==> config.mk <==
export PLATFORM = sky130hd
export DESIGN_NAME = fft_frame_controller_flat
export DESIGN_NICKNAME = d
export VERILOG_FILES = /design/src/rtl/fft_frame_controller_if.sv /design/src/rtl/fft_frame_controller.sv /design/src/flat_wrapper.sv
export SDC_FILE = /design/constraint.sdc
export NUM_CORES = 1
export LEC_CHECK = 0
export BUFFER_PORTS_ARGS = -buffer_cell sky130_fd_sc_hd__buf_2
export CORE_AREA = 2 2 104 106
export CTS_BUF_LIST = sky130_fd_sc_hd__clkbuf_8
export CTS_CLUSTER_SIZE = 8
export DETAILED_ROUTE_END_ITERATION = 10
export DIE_AREA = 0 0 106 108
export PLACE_DENSITY = 0.83
export RECOVER_POWER = 50
export SYNTH_ARGS = -nofsm -noshare
export SYNTH_HDL_FRONTEND = slang
export SYNTH_SLANG_ARGS = --single-unit
==> constraint.sdc <==
create_clock -name clock -period 3 [get_ports clock]
set_clock_uncertainty 0.1 [all_clocks]
set_input_delay 0.3 -clock clock [delete_from_list [all_inputs] [get_ports clock]]
set_output_delay 0.3 -clock clock [all_outputs]
set_load 0.01 [all_outputs]
==> src/rtl/fft_frame_controller_if.sv <==
// Sample stream handshake between an upstream
// source and the FFT frame controller.
interface fft_frame_controller_if #(
    parameter int WIDTH = 32
);
    logic             in_valid;
    logic             in_ready;
    logic [WIDTH-1:0] in_real;
    logic [WIDTH-1:0] in_imag;

    modport master (
        output in_valid,
        output in_real,
        output in_imag,
        input  in_ready
    );

    modport slave (
        input  in_valid,
        input  in_real,
        input  in_imag,
        output in_ready
    );
endinterface

==> src/rtl/fft_frame_controller.sv <==
// Frame sequencer for a radix-4 SDF FFT pipeline:
// gates N-sample frames in, drains with dummy frames, tags outputs.
module fft_frame_controller #(
    parameter int WIDTH        = 32,
    parameter int N            = 16,
    parameter int LOG4N        = 2,
    parameter int MAX_INFLIGHT = 2
) (
    input  logic                 clock,
    input  logic                 reset,
    fft_frame_controller_if.slave src,
    input  logic                 flush,
    output logic                 pipe_en,
    output logic [WIDTH-1:0]     pipe_real,
    output logic [WIDTH-1:0]     pipe_imag,
    input  logic                 pipe_out_en,
    input  logic [WIDTH-1:0]     pipe_out_real,
    input  logic [WIDTH-1:0]     pipe_out_imag,
    output logic                 out_valid,
    output logic [WIDTH-1:0]     out_real,
    output logic [WIDTH-1:0]     out_imag,
    output logic [2*LOG4N-1:0]   out_index,
    output logic                 out_last,
    output logic                 busy,
    output logic                 err
);
    localparam int LOG2N = 2 * LOG4N;
    localparam int PW = (MAX_INFLIGHT > 1) ?
                        $clog2(MAX_INFLIGHT) : 1;
    localparam int CW = $clog2(MAX_INFLIGHT + 1);

    localparam logic [LOG2N-1:0] LAST  = LOG2N'(N - 1);
    localparam logic [LOG2N-1:0] C_ONE = LOG2N'(1);
    localparam logic [CW-1:0]    FULL  = CW'(MAX_INFLIGHT);
    localparam logic [CW-1:0]    T_ONE = CW'(1);
    localparam logic [PW-1:0]    PMAX  = PW'(MAX_INFLIGHT - 1);
    localparam logic [PW-1:0]    P_ONE = PW'(1);

    typedef enum logic [1:0] {
        IDLE,
        LOAD,
        FLUSH
    } state_t;

    state_t                  state;
    logic [LOG2N-1:0]        in_cnt;
    logic [LOG2N-1:0]        out_cnt;
    logic [LOG2N-1:0]        rev_cnt;
    logic [MAX_INFLIGHT-1:0] tags;
    logic [PW-1:0]           wr_ptr;
    logic [PW-1:0]           rd_ptr;
    logic [CW-1:0]           tag_count;
    logic [CW-1:0]           real_count;
    logic                    run;
    logic                    accept;
    logic                    start_dummy;
    logic                    push;
    logic                    pop;
    logic                    head_real;
    logic                    fifo_empty;
    logic                    fifo_full;

    function automatic logic [PW-1:0] nxt(
        input logic [PW-1:0] p
    );
        return (p == PMAX) ? '0 : p + P_ONE;
    endfunction

    assign fifo_empty = (tag_count == '0);
    assign fifo_full  = (tag_count == FULL);
    assign head_real  = tags[rd_ptr];

    // Ready while loading, or idle with a free tag slot.
    always_comb begin
        src.in_ready = 1'b0;
        if (run) begin
            unique case (state)
                IDLE:    src.in_ready = !fifo_full;
                LOAD:    src.in_ready = 1'b1;
                default: src.in_ready = 1'b0;
            endcase
        end
    end

    assign accept = src.in_valid & src.in_ready;

    assign start_dummy = (state == IDLE) & flush &
                         !accept & !fifo_full &
                         (real_count != '0);

    assign push = (state == IDLE) & (accept | start_dummy);
    assign pop  = pipe_out_en & !fifo_empty &
                  (out_cnt == LAST);

    assign pipe_en   = accept | (state == FLUSH);
    assign pipe_real = accept ? src.in_real : '0;
    assign pipe_imag = accept ? src.in_imag : '0;

    assign busy = (state != IDLE) | !fifo_empty;

    // Base-4 digit reversal of the output position.
    always_comb begin
        rev_cnt = '0;
        for (int i = 0; i < LOG4N; i++) begin
            rev_cnt[2*i +: 2] = out_cnt[2*(LOG4N-1-i) +: 2];
        end
    end

    // Input sequencer: real frame loads and dummy flushes.
    always_ff @(posedge clock or negedge reset) begin
        if (!reset) begin
            state  <= IDLE;
            in_cnt <= '0;
            run    <= 1'b0;
        end else begin
            run <= 1'b1;
            unique case (state)
                IDLE: begin
                    if (accept) begin
                        in_cnt <= C_ONE;
                        state  <= LOAD;
                    end else if (start_dummy) begin
                        in_cnt <= '0;
                        state  <= FLUSH;
                    end
                end
                LOAD: begin
                    if (accept) begin
                        if (in_cnt == LAST) begin
                            in_cnt <= '0;
                            state  <= IDLE;
                        end else begin
                            in_cnt <= in_cnt + C_ONE;
                        end
                    end
                end
                FLUSH: begin
                    if (in_cnt == LAST) begin
                        in_cnt <= '0;
                        state  <= IDLE;
                    end else begin
                        in_cnt <= in_cnt + C_ONE;
                    end
                end
                default: state <= IDLE;
            endcase
        end
    end

    // Tag FIFO: one real/dummy bit per frame in the pipe.
    always_ff @(posedge clock or negedge reset) begin
        if (!reset) begin
            tags       <= '0;
            wr_ptr     <= '0;
            rd_ptr     <= '0;
            tag_count  <= '0;
            real_count <= '0;
        end else begin
            if (push) begin
                tags[wr_ptr] <= accept;
                wr_ptr       <= nxt(wr_ptr);
            end
            if (pop) begin
                rd_ptr <= nxt(rd_ptr);
            end
            if (push && !pop) begin
                tag_count <= tag_count + T_ONE;
            end else if (pop && !push) begin
                tag_count <= tag_count - T_ONE;
            end
            if ((push && accept) && !(pop && head_real)) begin
                real_count <= real_count + T_ONE;
            end else if (!(push && accept) && (pop && head_real)) begin
                real_count <= real_count - T_ONE;
            end
        end
    end

    // Output tagging: index, last flag, dummy suppression.
    always_ff @(posedge clock or negedge reset) begin
        if (!reset) begin
            out_cnt   <= '0;
            out_valid <= 1'b0;
            out_last  <= 1'b0;
            out_real  <= '0;
            out_imag  <= '0;
            out_index <= '0;
            err       <= 1'b0;
        end else begin
            out_valid <= 1'b0;
            out_last  <= 1'b0;
            if (pipe_out_en) begin
                if (fifo_empty) begin
                    err <= 1'b1;
                end else begin
                    out_cnt <= (out_cnt == LAST) ?
                               '0 : out_cnt + C_ONE;
                    if (head_real) begin
                        out_valid <= 1'b1;
                        out_real  <= pipe_out_real;
                        out_imag  <= pipe_out_imag;
                        out_index <= rev_cnt;
                        out_last  <= (out_cnt == LAST);
                    end
                end
            end
        end
    end
endmodule

==> src/flat_wrapper.sv <==
// flat-port wrapper written by rule: the top's interface ports become plain ports
module fft_frame_controller_flat 
#(
    parameter int WIDTH        = 32,
    parameter int N            = 16,
    parameter int LOG4N        = 2,
    parameter int MAX_INFLIGHT = 2
)
  (clock, reset, flush, pipe_en, pipe_real, pipe_imag, pipe_out_en, pipe_out_real, pipe_out_imag, out_valid, out_real, out_imag, out_index, out_last, busy, err, src_in_valid, src_in_real, src_in_imag, src_in_ready);
  fft_frame_controller_if #(.WIDTH(WIDTH)) src_i ();
  input  logic clock;
  input  logic reset;
  input  logic flush;
  output logic pipe_en;
  output logic [WIDTH-1:0] pipe_real;
  output logic [WIDTH-1:0] pipe_imag;
  input  logic pipe_out_en;
  input  logic [WIDTH-1:0] pipe_out_real;
  input  logic [WIDTH-1:0] pipe_out_imag;
  output logic out_valid;
  output logic [WIDTH-1:0] out_real;
  output logic [WIDTH-1:0] out_imag;
  output logic [2*LOG4N-1:0] out_index;
  output logic out_last;
  output logic busy;
  output logic err;
  input wire logic [$bits(src_i.in_valid)-1:0] src_in_valid;
  input wire logic [$bits(src_i.in_real)-1:0] src_in_real;
  input wire logic [$bits(src_i.in_imag)-1:0] src_in_imag;
  output wire logic [$bits(src_i.in_ready)-1:0] src_in_ready;
  assign src_i.in_valid = src_in_valid;
  assign src_i.in_real = src_in_real;
  assign src_i.in_imag = src_in_imag;
  assign src_in_ready = src_i.in_ready;
  fft_frame_controller #(.WIDTH(WIDTH), .N(N), .LOG4N(LOG4N), .MAX_INFLIGHT(MAX_INFLIGHT)) u_core (.clock(clock), .reset(reset), .src(src_i), .flush(flush), .pipe_en(pipe_en), .pipe_real(pipe_real), .pipe_imag(pipe_imag), .pipe_out_en(pipe_out_en), .pipe_out_real(pipe_out_real), .pipe_out_imag(pipe_out_imag), .out_valid(out_valid), .out_real(out_real), .out_imag(out_imag), .out_index(out_index), .out_last(out_last), .busy(busy), .err(err));
endmodule
==> results of run 1 <==
[cell usage after synthesis, drive strengths merged]
cell    instances  area, µm²
or2             3       18.8
a31oi           1       6.26
nand3b          1       7.51
dfrtp          90       2250
a21oi           4       20.0
mux2i           2       20.0
xnor2           5       43.8
ha              9        113
o21ai          13       68.8
nor3            2       10.0
buf            10       61.3
conb            1       3.75
clkbuf          6       22.5
o41ai           1       16.3
nand2b          2       12.5
xor2            4       35.0
nor2            8       30.0
nand4           1       6.26
or4             1       11.3
a21o            1       7.51
mux2           68        766
nand3           3       15.0
and2           65        407
a32o            2       20.0
nand2          17       63.8
inv             6       22.5
and3            2       17.5
nor2b           2       12.5
[layout by cell type (no fill, tap or decap), drive strengths merged, types with 2 or more instances in the layout]
cell,n
o21ai,13
dfrtp,90
nand3,3
nand2b,2
buf,207
diode,5
a21oi,4
nand2,17
and2,65
nor2b,2
mux2,68
clkinv,2
ha,9
and3,2
nor3,2
mux2i,2
a32o,2
clkbuf,76
xor2,4
nor2,8
xnor2,5
inv,9
or2,3
[power by group through the flow]
stage,Combinational (mW),Clock [mW],Sequential (mW)
after global placement,2.32,0,2.10
after global routing,2.48,0.887,2.22
after CTS,2.40,0.834,2.13
after floorplan,1.25,0,2.34
final,2.26,0.807,2.15
after detailed placement,2.39,0,2.16
[final cells by class]
class                           count  area, µm²
Antenna cell                        5       12.5
Clock buffer                       10        138
Clock inverter                      6       56.3
Fill cell                         907       4510
Inverter                            6       22.5
Multi-Input combinational cell    218       1750
Sequential cell                    90       2250
Tap cell                          136        170
Timing Repair Buffer              274       1320
[worst max-delay path, stage by stage (launching register included)]
cell and delay (ps):
dfrtp_1 410, inv_1 100, ha_1 300, a31oi_1 350
nor2_4 90, buf_6 220, or2_2 300, buf_2 140
[stage by stage]
stage	hold WS (ps)	cells
finish	71.2	745
global route	44.7	742
CTS	51.6	740
detailed placement	276	723
global placement	272	723
floorplan	-95.6	330
[logic make-up (layout without fill, tap and decap cells)]
group	Yosys count	after routing
AO/OA/AOI/OAI	22	22
XOR/XNOR	9	9
other	1	6
AND/OR/NAND/NOR	107	107
buffers and inverters	22	296
adder cells (fa/ha/maj)	9	9
flip-flops	90	90
multiplexers	70	70
[flip-flops by register name, indices dropped and copies added, names as in the netlist, 2 cells and up]
signal,count
u_core.out_real,32
u_core.tag_count,2
u_core.state,2
u_core.out_index,4
u_core.tags,2
u_core.out_imag,32
u_core.in_cnt,4
u_core.real_count,2
u_core.out_cnt,4
[final timing paths]
path	to	from
hold reg to reg	u_core.err$_DFFE_PN0P_	u_core.err$_DFFE_PN0P_
max in group asynchronous	u_core.out_imag[0]$_DFFE_PN0P_	reset
hold / removal	u_core.out_real[19]$_DFFE_PN0P_	pipe_out_real[19]
min in group asynchronous	u_core.err$_DFFE_PN0P_	reset
setup / recovery	pipe_en	u_core.state[0]$_DFFE_PN0P_
setup reg to reg	u_core.tag_count[1]$_DFFE_PN0P_	u_core.state[0]$_DFFE_PN0P_
[timing repair]
item	in CTS	in global routing
hold endpoints to repair	90	0
gates resized for setup	0	1
endpoints found under the setup margin	0	6
hold buffers	1	0
[per-layer routing]
| metal | global-route usage (%) | part of all wire (%) | wire length, µm | vias to the layer above |
|---|---|---|---|---|
| met2 | 35.4 | 50 | 5720 | 186 |
| li1 | - | - | - | 1646 |
| met5 | 0 | 0 | 0 | - |
| met4 | 8.27 | 3.8 | 433 | 0 |
| met3 | 4.58 | 7.2 | 823 | 22 |
| met1 | 21.6 | 39 | 4450 | 1624 |
==> out/summary.log, run 1 <==
INFO  clock_tree     tritoncts=built
INFO  pwr            internal_power=3.27mW
INFO  sta            worst_slack=324ps
INFO  floorplanning  fp.dieW=106µm
INFO  sta            worst_pin_slew=1910ps
INFO  route          dr.first_iter.drc_count=132
INFO  sta            clock.fmax=374MHz
INFO  placement      routabilityCongestion=0.914
INFO  finish         area_growth=39.8%
INFO  clock_tree     cts_made_buffers=9
INFO  placement      port_bufs=270
INFO  logic_synthesis synthesized_net_count=472
INFO  clock_tree     cts.root.buffer_cell=clkbuf_8
INFO  logic_synthesis synthesized_cell_area=0.00409mm²
INFO  logic_synthesis post_syn_area_per_cell=12.4µm²
INFO  clock_tree     clkLatencyLatePin=350ps
INFO  logic_synthesis synth_compound_area_share=3.40%
INFO  finish         share_of_the_core_filled_with_cells=55.9%
INFO  pwr            power.switching_fraction=37.3%
INFO  worst_setup_path critical_path.max_fanout=66
INFO  logic_synthesis synthMuxAreaShare=19.2%
INFO  outcome        outcome=finished with violations
INFO  logic_synthesis ys_warn_count=0
INFO  route          drt_wl_total=11400µm
INFO  worst_setup_path end_kind=output pin
INFO  sta            report.final.hold_viol_count=0
INFO  clock_tree     htree_levels=3
INFO  floorplanning  floorplan.initialDensity=40.0%
INFO  worst_setup_path cell_depth_of_the_worst_flop_to_flop_path=10
INFO  global_route   grtUsageTotal=19.4%
INFO  sta            grt_setup_unrepaired=false
INFO  pwr            seqPwrFrac=41.2%
INFO  global_route   first_global_vias=3596
INFO  logic_synthesis synthCells=330
INFO  clock_tree     number_of_buffers_on_the_longest_clock_path=2
INFO  pwr            power_frac_clock=15.5%
INFO  logic_synthesis postSynthRegisterBits=90
INFO  placement      placed_area=0.00559mm²
INFO  global_route   antenna_found_initial=5
INFO  worst_setup_path timing.critical_path.required=2600ps
INFO  pwr            report.power.total=5.21mW
INFO  floorplanning  vertical_die_dimension=108µm
INFO  finish         post_route_cells_drive_above_1_share=49.5%
INFO  global_route   grt_pass1_wl=17200µm
INFO  hold_path      type_of_the_worst_min_delay_path=in2reg
INFO  pwr            power.combinational.fraction=43.3%
INFO  sta            tns=0ps
INFO  clock_tree     post_cts_buffers=0
INFO  sta            crit_path_time_final=2680ps
INFO  placement      dp_slack=609ps
INFO  pwr            peakVddDrop=0.000377V
INFO  logic_synthesis post_synth_fa_ha_maj_area_fraction=2.75%
INFO  route          drt-wirelength-per-cell=15.3µm
INFO  finish         final_design_area_no_fill=0.00572mm²
INFO  worst_setup_path regToRegSetupSlack=640ps
INFO  placement      detailed_place_hpwl=8960µm
INFO  sta            final.period_utilization=89.2%
INFO  worst_setup_path critical_path.startpoint_type=flip-flop
INFO  sta            slew_headroom=-27.4%
INFO  worst_setup_path cp.arrival=2280ps
INFO  route          via_per_inst=4.67
INFO  finish         num-nets-final=741
INFO  global_route   pin_count_of_the_biggest_net_entering_global_routing=91
INFO  route          drt-pass1-iter-count=4
INFO  clock_tree     clock_sinks=90
INFO  run            maxCapViolations=1
INFO  logic_synthesis synth_xor_area_share=1.93%
INFO  floorplanning  io-pin-count=271
INFO  logic_synthesis yosysUniqueCellTypes=33
INFO  sta            setup_viol_count_final=0
INFO  pwr            power.density_cell_area=911mW/mm²
INFO  route          vias=3478
INFO  logic_synthesis sequential_element_share_of_the_synthesized_area=55.1%
INFO  route          ant_nets=0
INFO  floorplanning  core_region_area=0.0102mm²
INFO  pwr            power.net_switching=1.94mW
INFO  worst_setup_path worst-setup-path-type=reg2out
INFO  clock_tree     cts.clk_slew.worst_paths=90ps
INFO  hold_path      worst_hold_path.num_cells=2
INFO  floorplanning  die_area=0.0114mm²
INFO  floorplanning  placementRows=37
INFO  logic_synthesis synth_top_family_by_area=multiplexers
INFO  sta            timing_max_transition_violations_final=91
INFO  outcome        violated_checks=capacitance limit, slew limit
INFO  pwr            total_leakage_power=2.93nW
INFO  route          drc=0
INFO  global_route   grt_remaining_overflow=0
INFO  logic_synthesis yosys.area_share.simple=15.0%
Note: power is estimated with default switching activity, not from simulation.
==> run 2: changes to the inputs <==
==> constraint.sdc (replaced) <==
create_clock -name clock -period 3 [get_ports clock]
set_clock_uncertainty 0.1 [all_clocks]
set_input_delay 0.6 -clock clock [delete_from_list [all_inputs] [get_ports clock]]
set_output_delay 0.6 -clock clock [all_outputs]
set_load 0.01 [all_outputs]
==> run 2 against run 1 <==
- global-route usage up 0.26 points
- the run still ends with capacitance limit, slew limit left
- clock power up 5.3%
- routed wire length down 0.54%
- combinational power about the same
- critical endpoint is now pipe_imag[15]
==> out/summary.log, run 2 (same netlist as run 1, synthesis figures left out) <==
INFO  sta            slew_headroom=-41.0% [-14 points]
INFO  clock_tree     number_of_buffers_on_the_longest_clock_path=2 [unchanged]
INFO  sta            report.final.hold_viol_count=0 [unchanged]
INFO  clock_tree     cts.clk_slew.worst_paths=80ps [about the same]
INFO  worst_setup_path critical-path-max-stage-delay=410ps [about the same]
INFO  global_route   grt_remaining_overflow=0 [unchanged]
INFO  floorplanning  fp.dieW=106µm [unchanged]
INFO  route          via_per_inst=4.63 [-0.75%]
INFO  run            maxCapViolations=1 [unchanged]
INFO  sta            crit_path_time_final=2810ps [+137 ps]
INFO  worst_setup_path cp-endpoint=pipe_imag[15]
INFO  finish         num-fill-cells=910 [+0.33%]
INFO  finish         post_route_cells_drive_above_1_share=50.7% [+1.2 points]
INFO  sta            final.period_utilization=93.8% [+4.6 points]
INFO  clock_tree     htree_levels=3 [unchanged]
INFO  worst_setup_path crit_chain=inv_1 -> ha_1 -> a31oi_1 -> nor2_4 -> buf_12 -> and2_1 -> buf_2
INFO  route          metal2_wl=5970µm [+4.3%]
INFO  hold_path      type_of_the_worst_min_delay_path=reg2reg
INFO  finish         final_cell_count_no_fill=739 [-0.81%]
INFO  worst_setup_path timing.critical_path.required=2300ps [-300 ps]
INFO  worst_setup_path rr_endpoint=u_core.tag_count[1]$_DFFE_PN0P_
INFO  route          drc=0 [unchanged]
INFO  route          route.layer.met1.wl=4360µm [-2.0%]
INFO  route          drt-pass1-iter-count=4 [unchanged]
INFO  floorplanning  die_area=0.0114mm² [unchanged]
INFO  worst_setup_path end_kind=output pin
INFO  floorplanning  placementRows=37 [unchanged]
INFO  floorplanning  io-pin-count=271 [unchanged]
INFO  sta            clock.fmax=355MHz [-4.9%]
INFO  clock_tree     tritoncts=built
INFO  pwr            total_leakage_power=2.94nW [+0.41%]
INFO  pwr            power.density_cell_area=921mW/mm² [+1.1%]
INFO  placement      place_inst=724 [+0.14%]
INFO  finish         area_growth=40.3%
INFO  finish         commonest_cells_after_routing_fill_and_taps_aside=buf_2, dfrtp_1, mux2_2
INFO  placement      port_bufs=270 [unchanged]
INFO  floorplanning  floorplan.initialDensity=40.0% [unchanged]
INFO  sta            timing_max_transition_violations_final=91 [unchanged]
INFO  worst_setup_path regToRegSetupSlack=500ps [-140 ps]
INFO  route          drt-wirelength-per-cell=15.4µm [+0.26%]
INFO  placement      routabilityCongestion=0.910 [-0.52%]
INFO  pwr            peakVddDrop=0.000413V [+9.4%]
INFO  floorplanning  vertical_die_dimension=108µm [unchanged]
INFO  sta            grt_setup_unrepaired=false
INFO  worst_setup_path critical_path.reg2reg.startpoint=u_core.state[0]$_DFFE_PN0P_
INFO  global_route   grt_pass1_wl=17300µm [+1.0%]
INFO  finish         largest_registers=u_core.out_imag (32), u_core.out_real (32)
INFO  clock_tree     clock_sinks=90 [unchanged]
INFO  global_route   antenna_found_initial=1 [-4]
INFO  floorplanning  core_region_area=0.0102mm² [unchanged]
INFO  route          top_layer=met4
INFO  clock_tree     clkLatencyLatePin=350ps [about the same]
INFO  worst_setup_path cp.arrival=2110ps [-170 ps]
INFO  clock_tree     cts_made_buffers=9 [unchanged]
INFO  route          ant_nets=0 [unchanged]
INFO  worst_setup_path crit_start=u_core.state[0]$_DFFE_PN0P_
INFO  outcome        outcome=finished with violations
INFO  clock_tree     post_cts_buffers=0 [unchanged]
INFO  worst_setup_path cell_depth_of_the_worst_flop_to_flop_path=11 [+1]
INFO  worst_setup_path worst-setup-path-type=reg2out
INFO  finish         num-nets-final=741 [unchanged]
INFO  global_route   pin_count_of_the_biggest_net_entering_global_routing=91 [unchanged]
INFO  finish         layout_commonest_cell=buf_2
INFO  route          routed-wl-met3=804µm [-2.3%]
INFO  worst_setup_path critical_path.startpoint_type=flip-flop
INFO  route          dr.first_iter.drc_count=101 [-23%]
INFO  placement      detailed_place_hpwl=9130µm [+1.8%]
INFO  worst_setup_path critical_path.max_fanout=68 [+3.0%]
INFO  clock_tree     cts.root.buffer_cell=clkbuf_8
INFO  outcome        violated_checks=capacitance limit, slew limit
INFO  sta            setup_viol_count_final=0 [unchanged]
INFO  sta            worst_pin_slew=2110ps [+204 ps]
INFO  sta            tns=0ps [unchanged]
INFO  global_route   first_global_vias=3505 [-2.5%]
INFO  global_route   grtUsageTotal=19.6% [+0.26 points]
INFO  worst_setup_path timing.critical_path.slowest_stage_cell=a31oi_1
INFO  route          vias=3424 [-1.6%]
INFO  route          drt_wl_total=11400µm [-0.54%]
run 2: cell count changes in the layout (fill, tap and decap cells not counted), moves of 2 or more:
cell / previous run / this run
diode_2: 5 / 1
buf_12: 1 / 3
clkbuf_1: 65 / 60
buf_2: 205 / 209
inv_1: 8 / 6
run 2: worst max-delay path: cells and delay by family, from the launching register on:
kind	cells	cell delay [ps]
flip-flops	1	400
buffers and inverters	3	430
adder cells (fa/ha/maj)	1	250
AND/OR/NAND/NOR	2	270
AO/OA/AOI/OAI	1	410
run 2: metal layers:
layer / GRT usage (%) / vias to the layer above
met4: 7.42 / 0
met1: 21.9 / 1591
met3: 4.76 / 16
met5: 0 / -
li1: - / 1641
met2: 36.2 / 176
run 2: how the worst min path moves through the flow:
stage	from	endpoint	cells after the start
after floorplan	reset	u_core.err$_DFFE_PN0P_	0
after global placement	u_core.err$_DFFE_PN0P_	u_core.err$_DFFE_PN0P_	1
after detailed placement	u_core.err$_DFFE_PN0P_	u_core.err$_DFFE_PN0P_	1
after CTS	reset	u_core.err$_DFFE_PN0P_	2
after global routing	pipe_out_imag[19]	u_core.out_imag[19]$_DFFE_PN0P_	2
final	u_core.err$_DFFE_PN0P_	u_core.err$_DFFE_PN0P_	1
run 2: area by class of cell:
type | instances | area (µm²) | share of cell area [%]
Antenna cell | 1 | 2.50 | 0.0436
Clock buffer | 9 | 124 | 2.16
Clock inverter | 5 | 81.3 | 1.42
Inverter | 6 | 22.5 | 0.392
Multi-Input combinational cell | 218 | 1740 | 30.4
Sequential cell | 90 | 2250 | 39.2
Tap cell | 136 | 170 | 2.97
Timing Repair Buffer | 274 | 1340 | 23.4
run 2: metrics by stage:
step                      util, %  hold slack (ps)  instance area (µm²)  power [mW]  worst slack [ps]
after global placement       55.0              345                 5630        4.45               625
after CTS                    57.0              187                 5830        5.45              85.0
after global routing         56.1              351                 5740        5.68              30.7
final                        56.1              362                 5740        5.28               187
after floorplan                 -              204                 4090        3.60               749
after detailed placement     55.0              341                 5630        4.58               482
run 2: power by group:
group / switching [mW] / internal (mW)
Clock: 0.390 / 0.460
Sequential: 0.361 / 1.79
Combinational: 1.18 / 1.10
run 2: timing repair:
| action | in CTS | in global routing |
|---|---|---|
| hold buffers | 0 | 0 |
| endpoints found under the hold margin | 0 | 0 |
| gates resized for setup | 0 | 1 |
| setup endpoints to repair | 0 | 64 |
==> run 3: changes to the inputs <==
==> constraint.sdc (replaced) <==
create_clock -name clock -period 3 [get_ports clock]
set_clock_uncertainty 0.1 [all_clocks]
set_input_delay 0.45 -clock clock [delete_from_list [all_inputs] [get_ports clock]]
set_output_delay 0.45 -clock clock [all_outputs]
set_load 0.01 [all_outputs]
==> run 3 against run 2 <==
- global-route usage down 0.38 points
- die area unchanged
- first-iteration DRC count is 27% higher
- design area is essentially flat
- non-clock buffer count stayed put
- flip-flop and latch count unchanged
- count of clock-buffer cells in the layout unchanged
- largest power group unchanged
- critical path type unchanged
- via count is 1.6% higher
- utilization about the same
- the run now ends clean
- sequential power hardly changed
- setup slack gained 7.9 ps
==> out/summary.log, run 3 (same netlist as run 1, synthesis figures left out) <==
INFO  outcome        outcome=finished clean
INFO  global_route   grtUsageTotal=19.2% [-0.38 points]
INFO  worst_setup_path critical-path-max-stage-delay=410ps [about the same]
INFO  placement      routabilityCongestion=0.930 [+2.2%]
INFO  sta            timing_max_transition_violations_final=0 [-100%]
INFO  pwr            power.switching_fraction=37.6% [+1.1 points]
INFO  pwr            power.net_switching=1.97mW [+1.9%]
INFO  worst_setup_path regToRegSetupSlack=640ps [+140 ps]
INFO  global_route   pin_count_of_the_biggest_net_entering_global_routing=70 [-23%]
INFO  floorplanning  floorplan.initialDensity=40.0% [unchanged]
INFO  global_route   grt_remaining_overflow=0 [unchanged]
INFO  clock_tree     post_cts_buffers=0 [unchanged]
INFO  clock_tree     tritoncts=built
INFO  worst_setup_path cp-endpoint=pipe_real[10]
INFO  worst_setup_path crit_chain=inv_1 -> ha_1 -> a31oi_1 -> nor2_4 -> buf_8 -> and2_1 -> buf_2
INFO  global_route   first_global_vias=3480 [-0.71%]
INFO  sta            clock.fmax=356MHz [+0.28%]
INFO  pwr            power_frac_clock=15.6% [-0.5 points]
INFO  floorplanning  io-pin-count=271 [unchanged]
INFO  placement      placed_area=0.00559mm² [-0.58%]
INFO  sta            slew_headroom=13.1% [+54 points]
INFO  clock_tree     clock_sinks=90 [unchanged]
INFO  sta            worst_slack=195ps [+7.88 ps]
INFO  finish         num-fill-cells=925 [+1.6%]
INFO  worst_setup_path cell_depth_of_the_worst_flop_to_flop_path=10 [-1]
INFO  worst_setup_path cp.arrival=2260ps [+150 ps]
INFO  worst_setup_path rr_endpoint=u_core.tag_count[1]$_DFFE_PN0P_
INFO  worst_setup_path worst-path-buf-inv=3 [unchanged]
INFO  route          drt-pass1-iter-count=4 [unchanged]
INFO  clock_tree     cts.root.buffer_cell=clkbuf_8
INFO  placement      place_inst=723 [-0.14%]
INFO  placement      detailed_place_hpwl=9110µm [-0.24%]
INFO  run            maxCapViolations=0 [-1]
INFO  clock_tree     number_of_buffers_on_the_longest_clock_path=2 [unchanged]
INFO  worst_setup_path critical_path.startpoint_type=flip-flop
INFO  worst_setup_path timing.critical_path.slowest_stage_cell=dfrtp_1
INFO  global_route   antenna_found_initial=4 [+3]
INFO  worst_setup_path critical_path.max_fanout=65 [-4.4%]
INFO  sta            tns=0ps [unchanged]
INFO  clock_tree     cts_made_buffers=9 [unchanged]
INFO  route          via_per_inst=4.67 [+0.76%]
INFO  finish         share_of_the_core_filled_with_cells=56.1% [about the same]
INFO  finish         layout_commonest_cell=buf_2
INFO  sta            setup_viol_count_final=0 [unchanged]
INFO  floorplanning  placementRows=37 [unchanged]
INFO  route          dr.first_iter.drc_count=128 [+27%]
INFO  global_route   grt_pass1_wl=17000µm [-1.9%]
INFO  hold_path      type_of_the_worst_min_delay_path=in2reg
INFO  route          vias=3478 [+1.6%]
INFO  finish         commonest_cells_after_routing_fill_and_taps_aside=buf_2, dfrtp_1, mux2_2
INFO  finish         num-nets-final=741 [unchanged]
INFO  sta            report.final.hold_viol_count=0 [unchanged]
INFO  sta            crit_path_time_final=2810ps [-7.88 ps]
INFO  sta            grt_setup_unrepaired=false
INFO  clock_tree     cts.clk_slew.worst_paths=90ps [about the same]
INFO  clock_tree     clkLatencyLatePin=350ps [about the same]
INFO  clock_tree     htree_levels=3 [unchanged]
INFO  finish         final_design_area_no_fill=0.00574mm² [about the same]
INFO  pwr            total_leakage_power=2.92nW [-0.50%]
INFO  sta            final.period_utilization=93.5% [-0.26 points]
INFO  pwr            report.power.total=5.24mW [-0.93%]
INFO  placement      port_bufs=270 [unchanged]
INFO  floorplanning  vertical_die_dimension=108µm [unchanged]
INFO  sta            worst_pin_slew=1300ps [-810 ps]
INFO  route          drt-wirelength-per-cell=15.3µm [-0.70%]
INFO  floorplanning  core_region_area=0.0102mm² [unchanged]
INFO  sta            timing.hold.ws=218ps [-144 ps]
INFO  floorplanning  die_area=0.0114mm² [unchanged]
INFO  worst_setup_path crit_start=u_core.state[1]$_DFFE_PN0P_
INFO  finish         largest_registers=u_core.out_imag (32), u_core.out_real (32)
INFO  route          drc=0 [unchanged]
INFO  finish         post_route_cells_drive_above_1_share=50.0% [-0.66 points]
INFO  pwr            power.density_cell_area=912mW/mm² [-1.0%]
INFO  route          drt_wl_total=11400µm [+0.11%]
INFO  worst_setup_path critical_path.reg2reg.startpoint=u_core.state[0]$_DFFE_PN0P_
INFO  floorplanning  fp.dieW=106µm [unchanged]
INFO  pwr            peakVddDrop=0.000393V [-4.7%]
INFO  worst_setup_path crit_cells=7 [unchanged]
INFO  worst_setup_path end_kind=output pin
INFO  finish         area_growth=40.4% [about the same]
INFO  finish         final_cell_count_no_fill=745 [+0.81%]
INFO  placement      dp_slack=498ps [+15.3 ps]
INFO  pwr            seqPwrFrac=40.9% [+0.2 points]
INFO  pwr            internal_power=3.26mW [-2.6%]
INFO  worst_setup_path worst-setup-path-type=reg2out
INFO  route          ant_nets=0 [unchanged]
INFO  worst_setup_path timing.critical_path.required=2450ps [+150 ps]
INFO  pwr            power.combinational.fraction=43.5% [+0.3 points]
INFO  worst_setup_path critPathTopFamily=buffers and inverters
==> run 3: changes by cell type in the layout (fill, tap and decap cells not counted), sizes merged <==
cell         before  now
buf             212  209
bufinv            2    1
clkbuf           71   73
clkinv            2    3
clkinvlp          1    2
diode             1    5
dlygate4sd3       0    1
inv               6    7
==> run 3: area by class of cell <==
cell class / instances / area [µm²] / share of cell area (%)
Tap cell: 136 / 170 / 2.96
Antenna cell: 5 / 12.5 / 0.218
Clock inverter: 7 / 78.8 / 1.37
Clock buffer: 9 / 124 / 2.16
Sequential cell: 90 / 2250 / 39.2
Inverter: 6 / 22.5 / 0.392
Timing Repair Buffer: 274 / 1340 / 23.3
Multi-Input combinational cell: 218 / 1750 / 30.4
==> run 3: metal layers <==
layer	track usage (%)	part of all wire, %	up-vias
met3	3.86	6.6	19
li1	-	-	1653
met4	8.08	3.1	0
met5	0	0	-
met2	35.6	51	182
met1	21.7	39	1624
==> run 3: what timing repair did <==
action / CTS / global route
hold buffers: 1 / 0
hold endpoints to repair: 22 / 0
endpoints found under the setup margin: 0 / 64
gates resized for setup: 0 / 2
==> run 3: power groups by stage <==
| stage | sequential, mW | clock (mW) | combinational (mW) |
|---|---|---|---|
| 2_1_floorplan | 2.34 | 0 | 1.25 |
| 3_3_place_gp | 2.11 | 0 | 2.32 |
| 3_5_place_dp | 2.16 | 0 | 2.39 |
| 4_1_cts | 2.13 | 0.853 | 2.41 |
| 5_1_grt | 2.22 | 0.903 | 2.49 |
| 6_report | 2.14 | 0.819 | 2.28 |
==> run 3: worst min path at each step <==
stage                            from                               to  slack, ps  cells after the start
global route        pipe_out_imag[26]  u_core.out_imag[26]$_DFFE_PN0P_        200                      2
floorplan                       reset           u_core.err$_DFFE_PN0P_         50                      0
global placement                reset           u_core.err$_DFFE_PN0P_        270                      1
CTS                 pipe_out_real[19]  u_core.out_real[19]$_DFFE_PN0P_        190                      2
detailed placement              reset           u_core.err$_DFFE_PN0P_        270                      1
finish              pipe_out_real[19]  u_core.out_real[19]$_DFFE_PN0P_        220                      2
==> run 3: worst register-to-register path: stages, from the launching register on <==
cell	delay [ps]
dfrtp_1	410
inv_1	100
ha_1	300
a31oi_1	370
nor2_4	100
a21oi_1	240
inv_1	80
ha_1	200
xor2_1	140
nor2_1	110
xor2_1	140
